## src/rtl/usi_pkg.sv

```systemverilog
// Shared USI definitions: UART transmit state encoding, dispatcher mode
// constants and the parity helper.
// Optional feature macro: USI_UART_PARITY_EN (adds the PARITY state).
package usi_pkg;

  // Mode codes shared with the USI dispatcher.
  localparam logic [1:0] USI_MODE_UART = 2'b00;
  localparam logic [1:0] USI_MODE_I2C  = 2'b01;
  localparam logic [1:0] USI_MODE_SPI  = 2'b10;

  typedef enum logic [2:0] {
    TX_IDLE     = 3'd0,
    TX_WAIT_CTS = 3'd1,
    TX_START    = 3'd2,
    TX_DATA     = 3'd3,
`ifdef USI_UART_PARITY_EN
    TX_PARITY   = 3'd4,
`endif
    TX_STOP     = 3'd5,
    TX_DONE     = 3'd6,
    TX_HOLD     = 3'd7
  } uart_tx_state_t;

  // Parity bit: XOR of all data bits, inverted for odd parity.
  function automatic logic uart_parity(input logic [7:0] data, input logic odd);
    return (^data) ^ odd;
  endfunction

endpackage

```

## src/rtl/usi_baud_tick.sv

```systemverilog
// Bit-period counter for the USI UART transmitter. Counts 0..CLKS_PER_BIT-1
// and flags the last cycle of each bit period with a one-cycle tick.
// Optional feature macro: none (USI_UART_PARITY_EN does not affect this block).
module usi_baud_tick #(
  parameter int CLKS_PER_BIT = 16
) (
  input  logic clk,
  input  logic n_rst,
  input  logic clear,
  output logic tick
);

  localparam int CNT_W = $clog2(CLKS_PER_BIT);
  localparam logic [CNT_W-1:0] CNT_LAST = CNT_W'(CLKS_PER_BIT - 1);

  logic [CNT_W-1:0] cnt_r;

  // Free-running bit-period counter, restarted whenever the FSM changes state.
  always_ff @(posedge clk) begin
    if (!n_rst) begin
      cnt_r <= '0;
    end else if (clear) begin
      cnt_r <= '0;
    end else if (cnt_r == CNT_LAST) begin
      cnt_r <= '0;
    end else begin
      cnt_r <= cnt_r + {{(CNT_W-1){1'b0}}, 1'b1};
    end
  end

  // Bit boundary: the cycle in which the counter holds its last value.
  assign tick = (cnt_r == CNT_LAST);

endmodule

```

## src/rtl/usi_uart_tx.sv

```systemverilog
// USI UART transmit engine. Sends one byte per uart_en window with CTS flow
// control, then reports uart_done (or uart_err on CTS timeout) and holds
// until the dispatcher drops uart_en.
// Optional feature macro: USI_UART_PARITY_EN (parity_odd port + parity bit).
module usi_uart_tx
  import usi_pkg::*;
#(
  parameter int CLKS_PER_BIT = 16,
  parameter int CTS_TIMEOUT  = 255
) (
  input  logic       clk,
  input  logic       n_rst,
  input  logic       uart_en,
  input  logic [7:0] tx_data,
  input  logic       stop2,
`ifdef USI_UART_PARITY_EN
  input  logic       parity_odd,
`endif
  input  logic       cts_n,
  output logic       tx,
  output logic       uart_done,
  output logic       uart_err,
  output logic       tx_busy
);

  localparam int CTS_W = $clog2(CTS_TIMEOUT + 1);
  localparam logic [CTS_W-1:0] CTS_LAST = CTS_W'(CTS_TIMEOUT - 1);

  uart_tx_state_t   state_r, state_s;
  logic [7:0]       data_r, data_s;
  logic             stop2_r, stop2_s;
  logic             second_stop_r, second_stop_s;
  logic [2:0]       bit_idx_r, bit_idx_s;
  logic             err_r, err_s;
  logic [CTS_W-1:0] cts_cnt_r, cts_cnt_s;
`ifdef USI_UART_PARITY_EN
  logic             par_odd_r, par_odd_s;
`endif
  logic             tick_s;
  logic             clear_s;
  logic             tx_s;
  logic             busy_s;

  // Every state entry restarts the bit period.
  assign clear_s = (state_s != state_r);

  usi_baud_tick #(
    .CLKS_PER_BIT(CLKS_PER_BIT)
  ) u_baud_tick (
    .clk   (clk),
    .n_rst (n_rst),
    .clear (clear_s),
    .tick  (tick_s)
  );

  // State register.
  always_ff @(posedge clk) begin
    if (!n_rst) begin
      state_r <= TX_IDLE;
    end else begin
      state_r <= state_s;
    end
  end

  // Next-state logic, frame datapath updates and next-cycle line value.
  always_comb begin
    state_s       = state_r;
    data_s        = data_r;
    stop2_s       = stop2_r;
    second_stop_s = second_stop_r;
    bit_idx_s     = bit_idx_r;
    err_s         = err_r;
    cts_cnt_s     = cts_cnt_r;
`ifdef USI_UART_PARITY_EN
    par_odd_s     = par_odd_r;
`endif
    tx_s          = 1'b1;
    busy_s        = 1'b0;

    case (state_r)
      TX_IDLE: begin
        if (uart_en && !cts_n) begin
          data_s  = tx_data;
          stop2_s = stop2;
`ifdef USI_UART_PARITY_EN
          par_odd_s = parity_odd;
`endif
          state_s = TX_START;
        end else if (uart_en) begin
          cts_cnt_s = '0;
          state_s   = TX_WAIT_CTS;
        end else begin
          state_s = TX_IDLE;
        end
      end
      TX_WAIT_CTS: begin
        if (!uart_en) begin
          state_s = TX_IDLE;
        end else if (!cts_n) begin
          data_s  = tx_data;
          stop2_s = stop2;
`ifdef USI_UART_PARITY_EN
          par_odd_s = parity_odd;
`endif
          state_s = TX_START;
        end else if (tick_s) begin
          // Timeout is judged on bit boundaries, so latency is in bit periods.
          if (cts_cnt_r == CTS_LAST) begin
            err_s   = 1'b1;
            state_s = TX_DONE;
          end else begin
            cts_cnt_s = cts_cnt_r + {{(CTS_W-1){1'b0}}, 1'b1};
          end
        end else begin
          state_s = TX_WAIT_CTS;
        end
      end
      TX_START: begin
        if (!uart_en) begin
          state_s = TX_IDLE;
        end else if (tick_s) begin
          bit_idx_s = 3'd0;
          state_s   = TX_DATA;
        end else begin
          state_s = TX_START;
        end
      end
      TX_DATA: begin
        if (!uart_en) begin
          state_s = TX_IDLE;
        end else if (tick_s) begin
          if (bit_idx_r == 3'd7) begin
`ifdef USI_UART_PARITY_EN
            state_s = TX_PARITY;
`else
            second_stop_s = 1'b0;
            state_s       = TX_STOP;
`endif
          end else begin
            bit_idx_s = bit_idx_r + 3'd1;
          end
        end else begin
          state_s = TX_DATA;
        end
      end
`ifdef USI_UART_PARITY_EN
      TX_PARITY: begin
        if (!uart_en) begin
          state_s = TX_IDLE;
        end else if (tick_s) begin
          second_stop_s = 1'b0;
          state_s       = TX_STOP;
        end else begin
          state_s = TX_PARITY;
        end
      end
`endif
      TX_STOP: begin
        if (!uart_en) begin
          state_s = TX_IDLE;
        end else if (tick_s) begin
          if (stop2_r && !second_stop_r) begin
            second_stop_s = 1'b1;
          end else begin
            state_s = TX_DONE;
          end
        end else begin
          state_s = TX_STOP;
        end
      end
      TX_DONE: begin
        // The completion pulse was issued on entry; the error flag retires here.
        err_s   = 1'b0;
        state_s = TX_HOLD;
      end
      TX_HOLD: begin
        // Wait for the dispatcher to release the enable before re-arming.
        if (!uart_en) begin
          state_s = TX_IDLE;
        end else begin
          state_s = TX_HOLD;
        end
      end
      default: begin
        state_s = TX_IDLE;
      end
    endcase

    // Line value and busy flag follow the state being entered, so tx changes
    // on the same edge as the state.
    case (state_s)
      TX_START: begin
        tx_s   = 1'b0;
        busy_s = 1'b1;
      end
      TX_DATA: begin
        tx_s   = data_s[bit_idx_s];
        busy_s = 1'b1;
      end
`ifdef USI_UART_PARITY_EN
      TX_PARITY: begin
        tx_s   = uart_parity(data_s, par_odd_s);
        busy_s = 1'b1;
      end
`endif
      TX_STOP: begin
        tx_s   = 1'b1;
        busy_s = 1'b1;
      end
      default: begin
        tx_s   = 1'b1;
        busy_s = 1'b0;
      end
    endcase
  end

  // Frame datapath registers.
  always_ff @(posedge clk) begin
    if (!n_rst) begin
      data_r        <= 8'h00;
      stop2_r       <= 1'b0;
      second_stop_r <= 1'b0;
      bit_idx_r     <= 3'd0;
      err_r         <= 1'b0;
      cts_cnt_r     <= '0;
`ifdef USI_UART_PARITY_EN
      par_odd_r     <= 1'b0;
`endif
    end else begin
      data_r        <= data_s;
      stop2_r       <= stop2_s;
      second_stop_r <= second_stop_s;
      bit_idx_r     <= bit_idx_s;
      err_r         <= err_s;
      cts_cnt_r     <= cts_cnt_s;
`ifdef USI_UART_PARITY_EN
      par_odd_r     <= par_odd_s;
`endif
    end
  end

  // Registered outputs; done/err pulse on the edge that enters DONE.
  always_ff @(posedge clk) begin
    if (!n_rst) begin
      tx        <= 1'b1;
      uart_done <= 1'b0;
      uart_err  <= 1'b0;
      tx_busy   <= 1'b0;
    end else begin
      tx        <= tx_s;
      uart_done <= (state_s == TX_DONE) && (state_r != TX_DONE) && !err_s;
      uart_err  <= (state_s == TX_DONE) && (state_r != TX_DONE) && err_s;
      tx_busy   <= busy_s;
    end
  end

endmodule

```

## config.mk

```make
export PLATFORM = sky130hd
export DESIGN_NAME = usi_uart_tx
export DESIGN_NICKNAME = d
export VERILOG_FILES = /design/src/rtl/usi_pkg.sv /design/src/rtl/usi_baud_tick.sv /design/src/rtl/usi_uart_tx.sv
export SDC_FILE = /design/constraint.sdc
export NUM_CORES = 1
export LEC_CHECK = 0
export BUFFER_PORTS_ARGS = -buffer_cell sky130_fd_sc_hd__buf_4
export CAP_MARGIN = 10
export CORE_ASPECT_RATIO = 1.5
export CORE_MARGIN = 8
export CORE_UTILIZATION = 45
export CTS_CLUSTER_SIZE = 12
export DETAILED_ROUTE_END_ITERATION = 8
export GPL_TIMING_DRIVEN = 1
export PLACE_DENSITY_LB_ADDON = 0.12
export SYNTH_ARGS = -nofsm -noshare
export SYNTH_HDL_FRONTEND = slang
export SYNTH_SLANG_ARGS = --single-unit
```

## constraint.sdc

```tcl
create_clock -name clk -period 4.2 [get_ports clk]
set_input_delay 0.21 -clock clk [delete_from_list [all_inputs] [get_ports clk]]
set_output_delay 0.21 -clock clk [all_outputs]
set_load 0.05 [all_outputs]
```

* After elaboration in Yosys (flattened, before gate mapping)
Index checks and enable logic that the tools add are counted.
** Storage, ports and cells
- Bits in registers :: 33
- Bits of input ports :: 13
- Output and inout bits :: 4
** Cells by class
- Add/sub/neg operators :: 3
- Magnitude comparators :: 1
- Eq/ne operators :: 29
- Mux-type cells :: 53
- Bitwise gates (word level) :: 1
- Reductions and logical operators :: 16
** Operators with widths (count)
- 8-bit 2-to-1 mux :: 9
- 3-bit 2-to-1 mux :: 16
- 8-bit case mux with 2 select lines :: 2
- 2-bit inequality test, second input constant :: 14
- 3-bit case mux with 7 select lines :: 1
- 3-bit == test, second input constant :: 6
- 1-bit 2-to-1 mux :: 17
- 7-bit AND reduction :: 2
- 3-bit by 2-bit == test with 1-bit output, second input constant :: 4
- 8-bit by 1-bit adder with 8-bit output, second input constant :: 1
- 8-bit == test, second input constant :: 1
- 1-bit case mux with 2 select lines :: 4
- 3-bit case mux with 2 select lines :: 1
- 3-bit OR reduction :: 2
- 1-bit logical AND :: 5
- 4-bit by 1-bit adder with 4-bit output, second input constant :: 1
- 4-bit == test, second input constant :: 1
- 3-bit by 4-bit less-than comparator with 1-bit output, second input constant :: 1
- 2-bit 2-to-1 mux :: 2
- 4-bit AND reduction :: 1
- 2-bit nonzero test :: 2
- 3-bit by 1-bit adder with 3-bit output, second input constant :: 1
- 1-bit binary-select mux with 3-bit select :: 1
- 3-bit by 1-bit == test with 1-bit output, second input constant :: 1
- other kinds (5) :: 7

* Depth between registers and ports, before layout
Gate-level depths: netlist (run 1).
- Depth in word-level cells :: 9
- Mapped depth :: 9

* By module
From an unflattened synthesis (run 1), not the netlist that was laid out.
** Unflattened totals
- Cells, all modules :: 200
- Area total of the unflattened synthesis :: 1716.6 um^2
** Modules (own cells, without submodules)
- usi_uart_tx :: times used 1, cells an instance 185, area each 1554.0 um^2, seq. area each 580.6 um^2
- usi_baud_tick :: times used 1, cells an instance 15, area each 162.7 um^2, seq. area each 80.1 um^2

* Least setup slack after synthesis (run 1)
Ideal clock, no wire load.
- Path kind :: register -> register
- Start :: reg bit_idx_r[0]
- End :: reg tx
- Library setup time :: 120 ps
- Arrival :: 1895 ps
- Data required time :: 4080 ps
- Setup slack :: 2186 ps
- Stages on the path, launching flop included :: 10
- Cells stage by stage :: dfxtp_1 > ha_1 > and2_1 > buf_2 > nor4_1 > a21oi_1 > o21ai_0 > mux2i_1 > mux2i_1 > a211o_1
** Between the ends
- Word-level cells in the longest chain between the ends :: 8
- Elaborated cells on any way between the ends :: 17
- Classes of those cells :: 1 x add/sub; 3 x eq/ne; 13 x mux
** Ends and longest elaborated chain
- start: declaration :: line usi_uart_tx.sv:33 : logic [2:0] bit_idx_r, bit_idx_s;
- start signal: assignment :: line usi_uart_tx.sv:233 : bit_idx_r <= bit_idx_s;
- 3-bit by 1-bit adder with 3-bit output or 3-bit == test (tied branches) :: line usi_uart_tx.sv:140, usi_uart_tx.sv:132
- 3-bit 2-to-1 mux :: line usi_uart_tx.sv:132 : if (bit_idx_r == 3'd7) begin
- 3-bit 2-to-1 mux :: line usi_uart_tx.sv:131 : end else if (tick_s) begin
- 3-bit 2-to-1 mux :: line usi_uart_tx.sv:129 : if (!uart_en) begin
- 3-bit case mux with 2 select lines :: line usi_uart_tx.sv:80 : case (state_r)
- 1-bit binary-select mux with 3-bit select :: line usi_uart_tx.sv:197 : tx_s = data_s[bit_idx_s];
- 1-bit 2-to-1 mux (implied by the code) :: line usi_uart_tx.sv:197
- 1-bit case mux with 2 select lines * :: line usi_uart_tx.sv:191 : case (state_s)
- end signal: assignment :: line usi_uart_tx.sv:250 : tx <= tx_s;
- end: declaration :: line usi_uart_tx.sv:20 : output logic tx,
Every way passes the cells marked *; elsewhere a longest branch is shown, timed or not. The select of a mux whose other input is x is not followed.
A chain may end at the register's enable or synchronous reset.

* Worst setup path in the final report (run 1)
- Start :: reg state_r[0]
- End :: reg u_baud_tick.cnt_r[0]
** Between the ends
- Word-level cells in the longest chain between the ends :: 7
- Elaborated cells on any way between the ends :: 20
- Classes of those cells :: 7 x eq/ne; 11 x mux; 2 x reduce/logical
** Ends and longest elaborated chain
- start: declaration :: line usi_uart_tx.sv:29 : uart_tx_state_t state_r, state_s;
- start signal: assignment :: line usi_uart_tx.sv:61 : state_r <= state_s;
- 3-bit 2-to-1 mux :: line usi_uart_tx.sv:108 : if (cts_cnt_r == CTS_LAST) begin
- 3-bit 2-to-1 mux :: line usi_uart_tx.sv:106 : end else if (tick_s) begin
- 3-bit 2-to-1 mux :: line usi_uart_tx.sv:99 : end else if (!cts_n) begin
- 3-bit 2-to-1 mux :: line usi_uart_tx.sv:97 : if (!uart_en) begin
- 3-bit case mux with 7 select lines :: line usi_uart_tx.sv:80
- 3-bit inequality test * :: line usi_uart_tx.sv:45 : assign clear_s = (state_s != state_r);
- 3-bit OR reduction (no source line) *
- end signal: assignment :: line usi_baud_tick.sv:27 : cnt_r <= cnt_r + {{(CNT_W-1){1'b0}}, 1'b1};
- end: declaration :: line usi_baud_tick.sv:16 : logic [CNT_W-1:0] cnt_r;
Every way passes the cells marked *; elsewhere a longest branch is shown, timed or not.

==> results.md, run 1 <==
* Outcome: finished, final reports clean
* Max-cap violations at 0
* CTS buffer count at 5
* Top cells by area, synth: dfxtp_1, mux2i_1, nor2b_1, nor2_1, xor2_1
* Hold/Removal Path Class: input pin to register
* Core ar. at around 0.0036 mm²
* I/O pin total at 17
* Post-synthesis cell count at about 180
* WHS Endpoint: stop2_r
* Row cnt at 27
* Post-synth top area cell: dfxtp_1
* DP Wirelength at 2700 µm
* Register area share after synthesis at between 30% and 40%
* Final #Nets at around 210
* RSZ-0062 raised after global routing: no
* Number of global-route vias before repair at roughly 1300
* Required @ worst endpoint at approximately 4400 ps
* Largest net degree at the start of global routing at 22
* Min-delay src: stop2
* R2R Setup Slk at ~1900 ps
* GRT Total Usage at between 10 and 15%
* Area growth syn-to-layout at 13.8%
* Relative slew slack at about three fifths
* Routed Antenna Nets at 0
* Setup Buffers After CTS at 0
* # DRC at 0
* # setup viols final at 0
* CTS sink cnt at 33
* Die Ht at about 91 µm
* Post-CTS Hold Buffers at 0
* Die width at roughly 66 µm
* DRT Pass-1 Iters at 4
* IR Drop Worst-Case VDD at ~0.26 mV
* Syn Area/Cell at approximately 9.4 µm²
* Total Wirelength at approximately 3600 µm
* Setup TNS at 0 ps
* Worst-case clock buffer depth at 2
* Final core occ at approximately 53%
* Die ar. at 0.00599 mm²
* Max Clk Rate at between 0.4 and 0.5 GHz
* Min Tclk post-route at ~2300 ps
* Critical path startpoint category: register
* Endpoint class of the critical path: register
* CP Data Arrival Time at about 2500 ps
* WS Path Type: register to register
* Via density per instance at ~5.7
* Flops & latches, synth at 33
* GRT overflow at 0
* Post-synth EDFFs at 0
* Post-synthesis cell area at about 0.0017 mm²
* PD cells at 329 mW/mm²
* Async SR Flop Fraction at 0%
* Fin crit share at 54.1%
* Top_reg_cell synth: dfxtp_1
* Worst Path Max Fanout at 14
* DR iter-0 viols at between 70 and 80
* Final max-slew violation count at 0
* H-tree levels at 2
* Layout Skew at roughly 12 ps
* Routed length per instance at between 10 and 15 µm
* DR vias at between 1000 and 1500
* Post-synth cell types at 49
* Hold Crit Depth at 3
* I/O Buffers at 16
* Pleak at roughly 0.7 nW
* Reg2Reg Depth at 7
* Root buf cell: clkbuf_8
* Post-cts sizing count at 0
* Initial Util at ~46%
* Syn. warnings at 0
* Initial antenna violation count at 0
* R2r endpoint: u_baud_tick.cnt_r[0]
* CTS tree: yes
* Worst-Skew Late Latency at 290 ps
* Reg2Reg Launch Point: state_r[0]
* First-pass GRT wire length at 6160 µm
* Routability Congestion at roughly 0.84
* Clock slew at reported path FFs at 70 ps
* Fin. Hold Viols at 0
* Layout cells sized above 1 at between 10% and 20%
* # diodes at 0
* Mapped Nets at 195
* Yosys top cell area share at around two fifths
* Worst-Margin Slew at ~600 ps
==> critical path, cell delays in order, from the launching register on <==
cell      delay, ps
dfxtp_1         620
inv_1           230
or4_1           540
o221ai_1        120
a21oi_2         130
nor2_1          110
o221ai_1        210
nor3_1          210
==> report_power, final <==
group / switching, mW / internal (mW)
Combinational: 0.0353 / 0.0289
Clock: 0.106 / 0.130
Sequential: 0.00769 / 0.322
==> registers in the layout, summed over array words and instances, names as in the netlist <==
register           flops
uart_done              1
tx                     1
tx_busy                1
stop2_r                1
state_r                3
uart_err               1
err_r                  1
bit_idx_r              3
second_stop_r          1
cts_cnt_r              8
u_baud_tick.cnt_r      4
data_r                 8
==> cell usage in the layout (no fill, tap or decap), drive strengths merged, types with 2 or more instances in the layout <==
cell | Yosys | layout
nand3 | 3 | 3
buf | 5 | 17
nor2b | 9 | 9
inv | 5 | 5
o21ai | 9 | 9
nor3b | 2 | 2
a21oi | 11 | 11
nand2 | 10 | 10
and3 | 4 | 4
nor4 | 2 | 2
nand4 | 5 | 5
xor2 | 6 | 6
clkbuf | 2 | 7
xnor2 | 3 | 3
o221ai | 3 | 3
or3 | 2 | 2
nor3 | 5 | 5
dfxtp | 33 | 33
nor2 | 14 | 14
ha | 4 | 4
mux2i | 16 | 16
and2 | 8 | 8
==> Yosys cell counts, types with 3 or more instances <==
master / count
mux2i_1: 16
nor3_1: 5
nor2_1: 14
and3_1: 3
nor2b_1: 9
nand2_1: 10
ha_1: 4
dfxtp_1: 33
inv_1: 4
xor2_1: 6
buf_2: 3
o221ai_1: 3
xnor2_1: 3
o21ai_0: 8
and2_1: 7
nand4_1: 4
a21oi_1: 9
==> kinds of logic after synthesis <==
logic type | after synthesis | synth area share [%]
compound gates | 33 | 14.0
simple gates | 71 | 25.9
fa+ha+maj | 4 | 2.98
mux | 16 | 9.53
xor+xnor | 9 | 4.69
buf+inv | 12 | 3.57
flops | 33 | 39.3
==> per-stage QoR <==
step / total power, mW / area, µm² / std cells / hold WS, ps / worst slack, ps
after floorplan: 0.379 / 1680 / 178 / 379 / 2190
after global placement: 0.398 / 1820 / 230 / 448 / 1750
after detailed placement: 0.401 / 1820 / 230 / 465 / 1660
after CTS: 0.638 / 1910 / 237 / 186 / 1640
after global routing: 0.660 / 1910 / 238 / 226 / 1690
final: 0.630 / 1910 / 238 / 190 / 1930
==> worst max path at each step <==
stage                          from                   end  slack, ps  cells past startpoint
6_report                 state_r[0]  u_baud_tick.cnt_r[0]       1930                      7
5_1_grt        u_baud_tick.cnt_r[0]                    tx       1690                      8
4_1_cts                  state_r[1]                    tx       1640                      6
3_5_place_dp             state_r[1]                    tx       1660                      6
3_3_place_gp             state_r[1]                    tx       1750                      6
2_1_floorplan          bit_idx_r[0]                    tx       2190                      9
==> routing by layer <==
metal / part of all wire (%) / track usage [%]
met1: 39 / 13.8
met2: 55 / 22.2
met3: 4.3 / 3.35
met4: 1.7 / 6.03
met5: 0 / 0
==> cell type report <==
type / count / area [µm²]
Clock buffer: 7 / 86.3
Sequential cell: 33 / 661
Inverter: 5 / 18.8
Timing Repair Buffer: 17 / 128
Fill cell: 340 / 1700
Multi-Input combinational cell: 133 / 966
Tap cell: 43 / 53.8
Power figures use the tool's default switching activity.
==> run 2: changes to the inputs <==
clock period = 2.05 ns   (was 4.2 ns; I/O delays follow)
==> results.md, run 2 (synthesis results as in run 1) <==
* Die Ht at between 90 and 100 µm
* Worst-case clock buffer depth at 2
* Die width at approximately 66 µm
* Fin cells at about 260
* CTS tree: yes
* DRT Pass-1 Iters at 4
* Outcome: finished, final reports clean
* Core ar. at about 0.0036 mm²
* Min Tclk post-route at 1950 ps
* Max-cap violations at 0
* GRT overflow at 0
* R2R Setup Slk at 100 ps
* Endpoint class of the critical path: register
* Filler cell count at between 300 and 400
* Register Area at approximately 670 µm²
* Routed length per instance at approximately 16 µm
* Hold/Removal Path Class: input pin to register
* Critical path startpoint category: register
* Reg2Reg Depth at 8
* IR Drop Worst-Case VDD at roughly 0.53 mV
* Hold Crit Depth at 3
* Routability Congestion at roughly 0.90
* Fin crit share at a little over nine tenths
* Root buf cell: clkbuf_8
* First-pass GRT wire length at 6800 µm
* GRT Total Usage at about 14%
* Row cnt at 27
* DR iter-0 viols at between 60 and 70
* Commonest non-fill, non-tap cell in the layout: buf_4
* WHS at approximately 86 ps
* Max Clk Rate at roughly 0.5 GHz
* Dpl cells at between 200 and 300
* Fin. Hold Viols at 0
* Total Wirelength at 4160 µm
* # DRC at 0
* I/O Buffers at 16
* Post-DP Area at 0.00199 mm²
* Final max-slew violation count at 0
* Relative slew slack at 78.0%
* WS Path Type: register to register
* Worst-Skew Late Latency at 280 ps
* Area growth syn-to-layout at 31.7%
* Layout Skew at around 7 ps
* Area of the multi-input gates at roughly 0.0011 mm²
* Final Instance Area at 0.00221 mm²
* # setup viols final at 0
* Via density per instance at 5.61
* Initial antenna violation count at 0
* Initial Util at a little under half
* RSZ-0062 raised after global routing: yes
* Post-CTS Hold Buffers at 0
* Number of global-route vias before repair at 1538
* Worst-Margin Slew at around 330 ps
* Layout cells sized above 1 at a little over a third
* CTS sink cnt at 33
* I/O pin total at 17
* R2r endpoint: tx
* CP Data Arrival Time at 2120 ps
* Worst Path Max Fanout at 5
* Final total power at 1.48 mW
* CTS buffer count at 5
* Regs by FF count: cts_cnt_r x8, data_r x8, u_baud_tick.cnt_r x4
* Die ar. at roughly 0.006 mm²
* DR vias at 1471
* Routed Antenna Nets at 0
* Commonest non-fill, non-tap cells in the layout: buf_4, dfxtp_1, mux2i_1
* H-tree levels at 2
* Pleak at ~0.87 nW
* PD cells at between 600 and 700 mW/mm²
* WHS Endpoint: stop2_r
* Reg2Reg Launch Point: bit_idx_r[0]
* Min-delay src: stop2
* Required @ worst endpoint at 2220 ps
* Final #Nets at about 240
* Clock slew at reported path FFs at 70 ps
* DP Wirelength at ~3200 µm
* Largest net degree at the start of global routing at 22
* # diodes at 0
run 2: final cells by class:
type | count | area share, %
clock buffers | 7 | 3.90
clock inverters | 1 | 1.36
inverters | 5 | 0.848
multi-input cells | 133 | 47.5
flip-flops and latches | 33 | 30.2
well taps | 43 | 2.43
repair buffers | 40 | 13.7
run 2: per-layer routing:
| metal | part of all wire [%] | vias to the layer above | global-route usage (%) |
|---|---|---|---|
| li1 | - | 716 | - |
| met1 | 38 | 712 | 14.2 |
| met4 | 1.7 | 0 | 7.31 |
| met5 | 0 | - | 0 |
| met3 | 4.3 | 8 | 3.85 |
| met2 | 56 | 35 | 25.6 |
run 2: stage by stage:
stage	worst slack, ps	util (%)	TNS (ps)
detailed placement	-59.5	55.1	-226
global route	-16.6	61.2	-44.2
global placement	1.74	55.1	0
CTS	2.89	58.7	0
finish	98.9	61.2	0
floorplan	35.7	-	0
run 2: worst max path at each step:
stage,from,to,slack [ps],cells past startpoint
floorplan,bit_idx_r[0],tx,40,9
global placement,u_baud_tick.cnt_r[0],u_baud_tick.cnt_r[2],2,9
detailed placement,u_baud_tick.cnt_r[0],u_baud_tick.cnt_r[1],-60,9
CTS,u_baud_tick.cnt_r[0],u_baud_tick.cnt_r[1],3,9
global route,bit_idx_r[0],tx,-20,8
finish,bit_idx_r[0],tx,100,8
run 2: what timing repair did:
| item | 4_1_cts | 5_1_grt |
|---|---|---|
| buffers inserted | 0 | 1 |
| resized for setup | 3 | 20 |
| endpoints found under the setup margin | 5 | 8 |
| pin swaps | 0 | 10 |
run 2: power breakdown:
part,internal [mW],switching (mW)
Combinational,0.0792,0.0856
Sequential,0.661,0.0145
Clock,0.396,0.239
Total,1.14,0.339
run 2: worst max-delay path: stages (launching register included):
cell,delay [ps]
dfxtp_2,340
ha_4,280
nand2_4,50
nor4_4,310
a2bb2oi_4,270
mux2i_1,100
mux2i_1,150
mux2i_1,100
a211o_1,250
==> run 3: changes to the inputs <==
BUFFER_PORTS_ARGS = unset   (was -buffer_cell sky130_fd_sc_hd__buf_4)
DONT_BUFFER_PORTS = 1   (was unset)
==> results.md, run 3 (synthesis results as in run 1) <==
* # DRC at 0
* Worst path top cell family by delay: simple AND/OR/NAND/NOR gates
* Pleak at roughly 0.77 nW
* Max Clk Rate at 0.503 GHz
* Root buf cell: clkbuf_8
* Min Tclk post-route at 1990 ps
* H-tree levels at 2
* First-pass GRT wire length at about 6400 µm
* DP Wirelength at roughly 2900 µm
* Die width at about 66 µm
* Switching Share at 22.0%
* Die ar. at approximately 0.006 mm²
* RSZ-0062 raised after global routing: yes
* Number of global-route vias before repair at approximately 1400
* I/O pin total at 17
* CTS sink cnt at 33
* Die Ht at just over 90 µm
* Most used cell, CP: mux2i_1
* Outcome: finished, final reports clean
* Regs by FF count: cts_cnt_r x8, data_r x8, u_baud_tick.cnt_r x4
* Slowest stage delay, CP at between 300 and 400 ps
* Core ar. at between 0.003 and 0.004 mm²
* Row cnt at 27
* CTS buffer count at 5
* CP cell instances: ha_4 > and2_4 > nor4_4 > a2bb2oi_4 > mux2i_1 > mux2i_1 > mux2i_1 > a211o_1
* Comb power frac at under 10%
* Area growth syn-to-layout at 21.7%
* Initial Util at a little under half
* Clock slew at reported path FFs at 70 ps
* Cell Int Power at about 1.1 mW
* Slack of the critical path at 60.2 ps
* Worst-case clock buffer depth at 2
* Commonest non-fill, non-tap cell in the layout: dfxtp_1
* Largest net degree at the start of global routing at 19
* PD cells at between 600 and 700 mW/mm²
* M3 GR Usage at around 4.6%
* I/O Buffers at 0
* DR iter-0 viols at 27
* Worst Path Max Fanout at 6
* # setup viols final at 0
* Total Wirelength at 3810 µm
* Met1 Resource Use GR at 13.1%
* CP Data Arrival Time at between 2000 and 2500 ps
* Critical path startpoint category: register
* IR Drop Worst-Case VDD at around 0.51 mV
* Setup slack at placement at -81.3 ps
* GRT busiest layer: met2
* GRT overflow at 0
* Post-DP Area at about 0.0018 mm²
* Via density per instance at between 5 and 6
* Routability Congestion at 0.908
* Final #Nets at approximately 220
* Relative slew slack at around three fifths
* Final max-slew violation count at 0
* Initial antenna violation count at 0
* GRT Total Usage at between 10% and 20%
* DRT Pass-1 Iters at 4
* Flop pwr share at 47.3%
* Routed Antenna Nets at 0
* Max-cap violations at 0
* Worst-Skew Late Latency at between 200 and 300 ps
* Endpoint class of the critical path: register
* Layout cells sized above 1 at 26.2%
* Layout Skew at 8.07 ps
* Crit path buffers/inverters at 0
* GRT met2 Usage at about 22%
* WS Path Type: register to register
* Worst-Margin Slew at between 500 and 600 ps
* Routed length per instance at between 15 and 20 µm
* Switching pwr at around 310 µW
* Fin crit share at 97.1%
* Slowest-stage cell, CP: dfxtp_4
* Final Instance Area at around 0.0020 mm²
* Fin. Hold Viols at 0
* DR vias at 1394
* Setup TNS at 0 ps
* # diodes at 0
* Required @ worst endpoint at between 2000 and 2500 ps
* CTS tree: yes
* Clock Power Share at 43.7%
* R2R Setup Slk at approximately 60 ps
* Commonest non-fill, non-tap cells in the layout: dfxtp_1, buf_4, mux2i_1
* Hold/Removal Path Class: input pin to register
run 3: cell count changes in the layout (fill, tap and decap cells not counted), moves of 2 or more:
cell	delta
dfxtp_2	-6
dlygate4sd3_1	+2
dfxtp_1	+5
buf_4	-18
run 3: timing repair:
action                                  CTS  global route
endpoints found under the hold margin    18             0
setup buffers                             1             0
hold buffers                              2             0
endpoints found under the setup margin    5             7
pin swaps                                 3             3
gates resized for setup                   7             6
run 3: power by group through the flow:
stage / clock [mW] / sequential, mW / combinational [mW]
floorplan: 0 / 0.690 / 0.0862
detailed placement: 0 / 0.693 / 0.118
finish: 0.625 / 0.677 / 0.129
global placement: 0 / 0.692 / 0.115
global route: 0.668 / 0.678 / 0.143
CTS: 0.648 / 0.677 / 0.126
run 3: layout make-up:
cell class,instances,area (µm²)
repair buffers,23,178
fillers,335,1570
multi-input cells,133,1010
well taps,43,53.8
flip-flops and latches,33,664
clock buffers,7,86.3
inverters,5,18.8
clock inverters,1,30.0
run 3: path summary, 6_finish.rpt:
check,start,depth (start not counted),endpoint
hold reg to reg,second_stop_r,2,second_stop_r
setup / recovery,bit_idx_r[1],8,tx
hold / removal,n_rst,2,uart_done
setup reg to reg,bit_idx_r[1],8,tx
run 3: routing by layer:
layer,share of wire [%],up-vias
li1,-,682
met1,38,666
met2,53,32
met3,4.6,14
met4,4.3,0
met5,0,-
run 3: worst register-to-register path, cell delays in order (launching register included):
cell and delay [ps]:
dfxtp_4 350, ha_4 150, and2_4 180, nor4_4 340
a2bb2oi_4 260, mux2i_1 110, mux2i_1 140, mux2i_1 100
a211o_1 260
run 3: through the flow:
stage / instances / util (%) / power (mW) / hold slack, ps
after floorplan: 178 / - / 0.776 / 272
after global placement: 234 / 51.2 / 0.807 / 227
after detailed placement: 234 / 51.2 / 0.811 / 231
after CTS: 245 / 55.9 / 1.45 / 6.47
after global routing: 245 / 56.6 / 1.49 / 22.5
final: 245 / 56.6 / 1.43 / 18.1
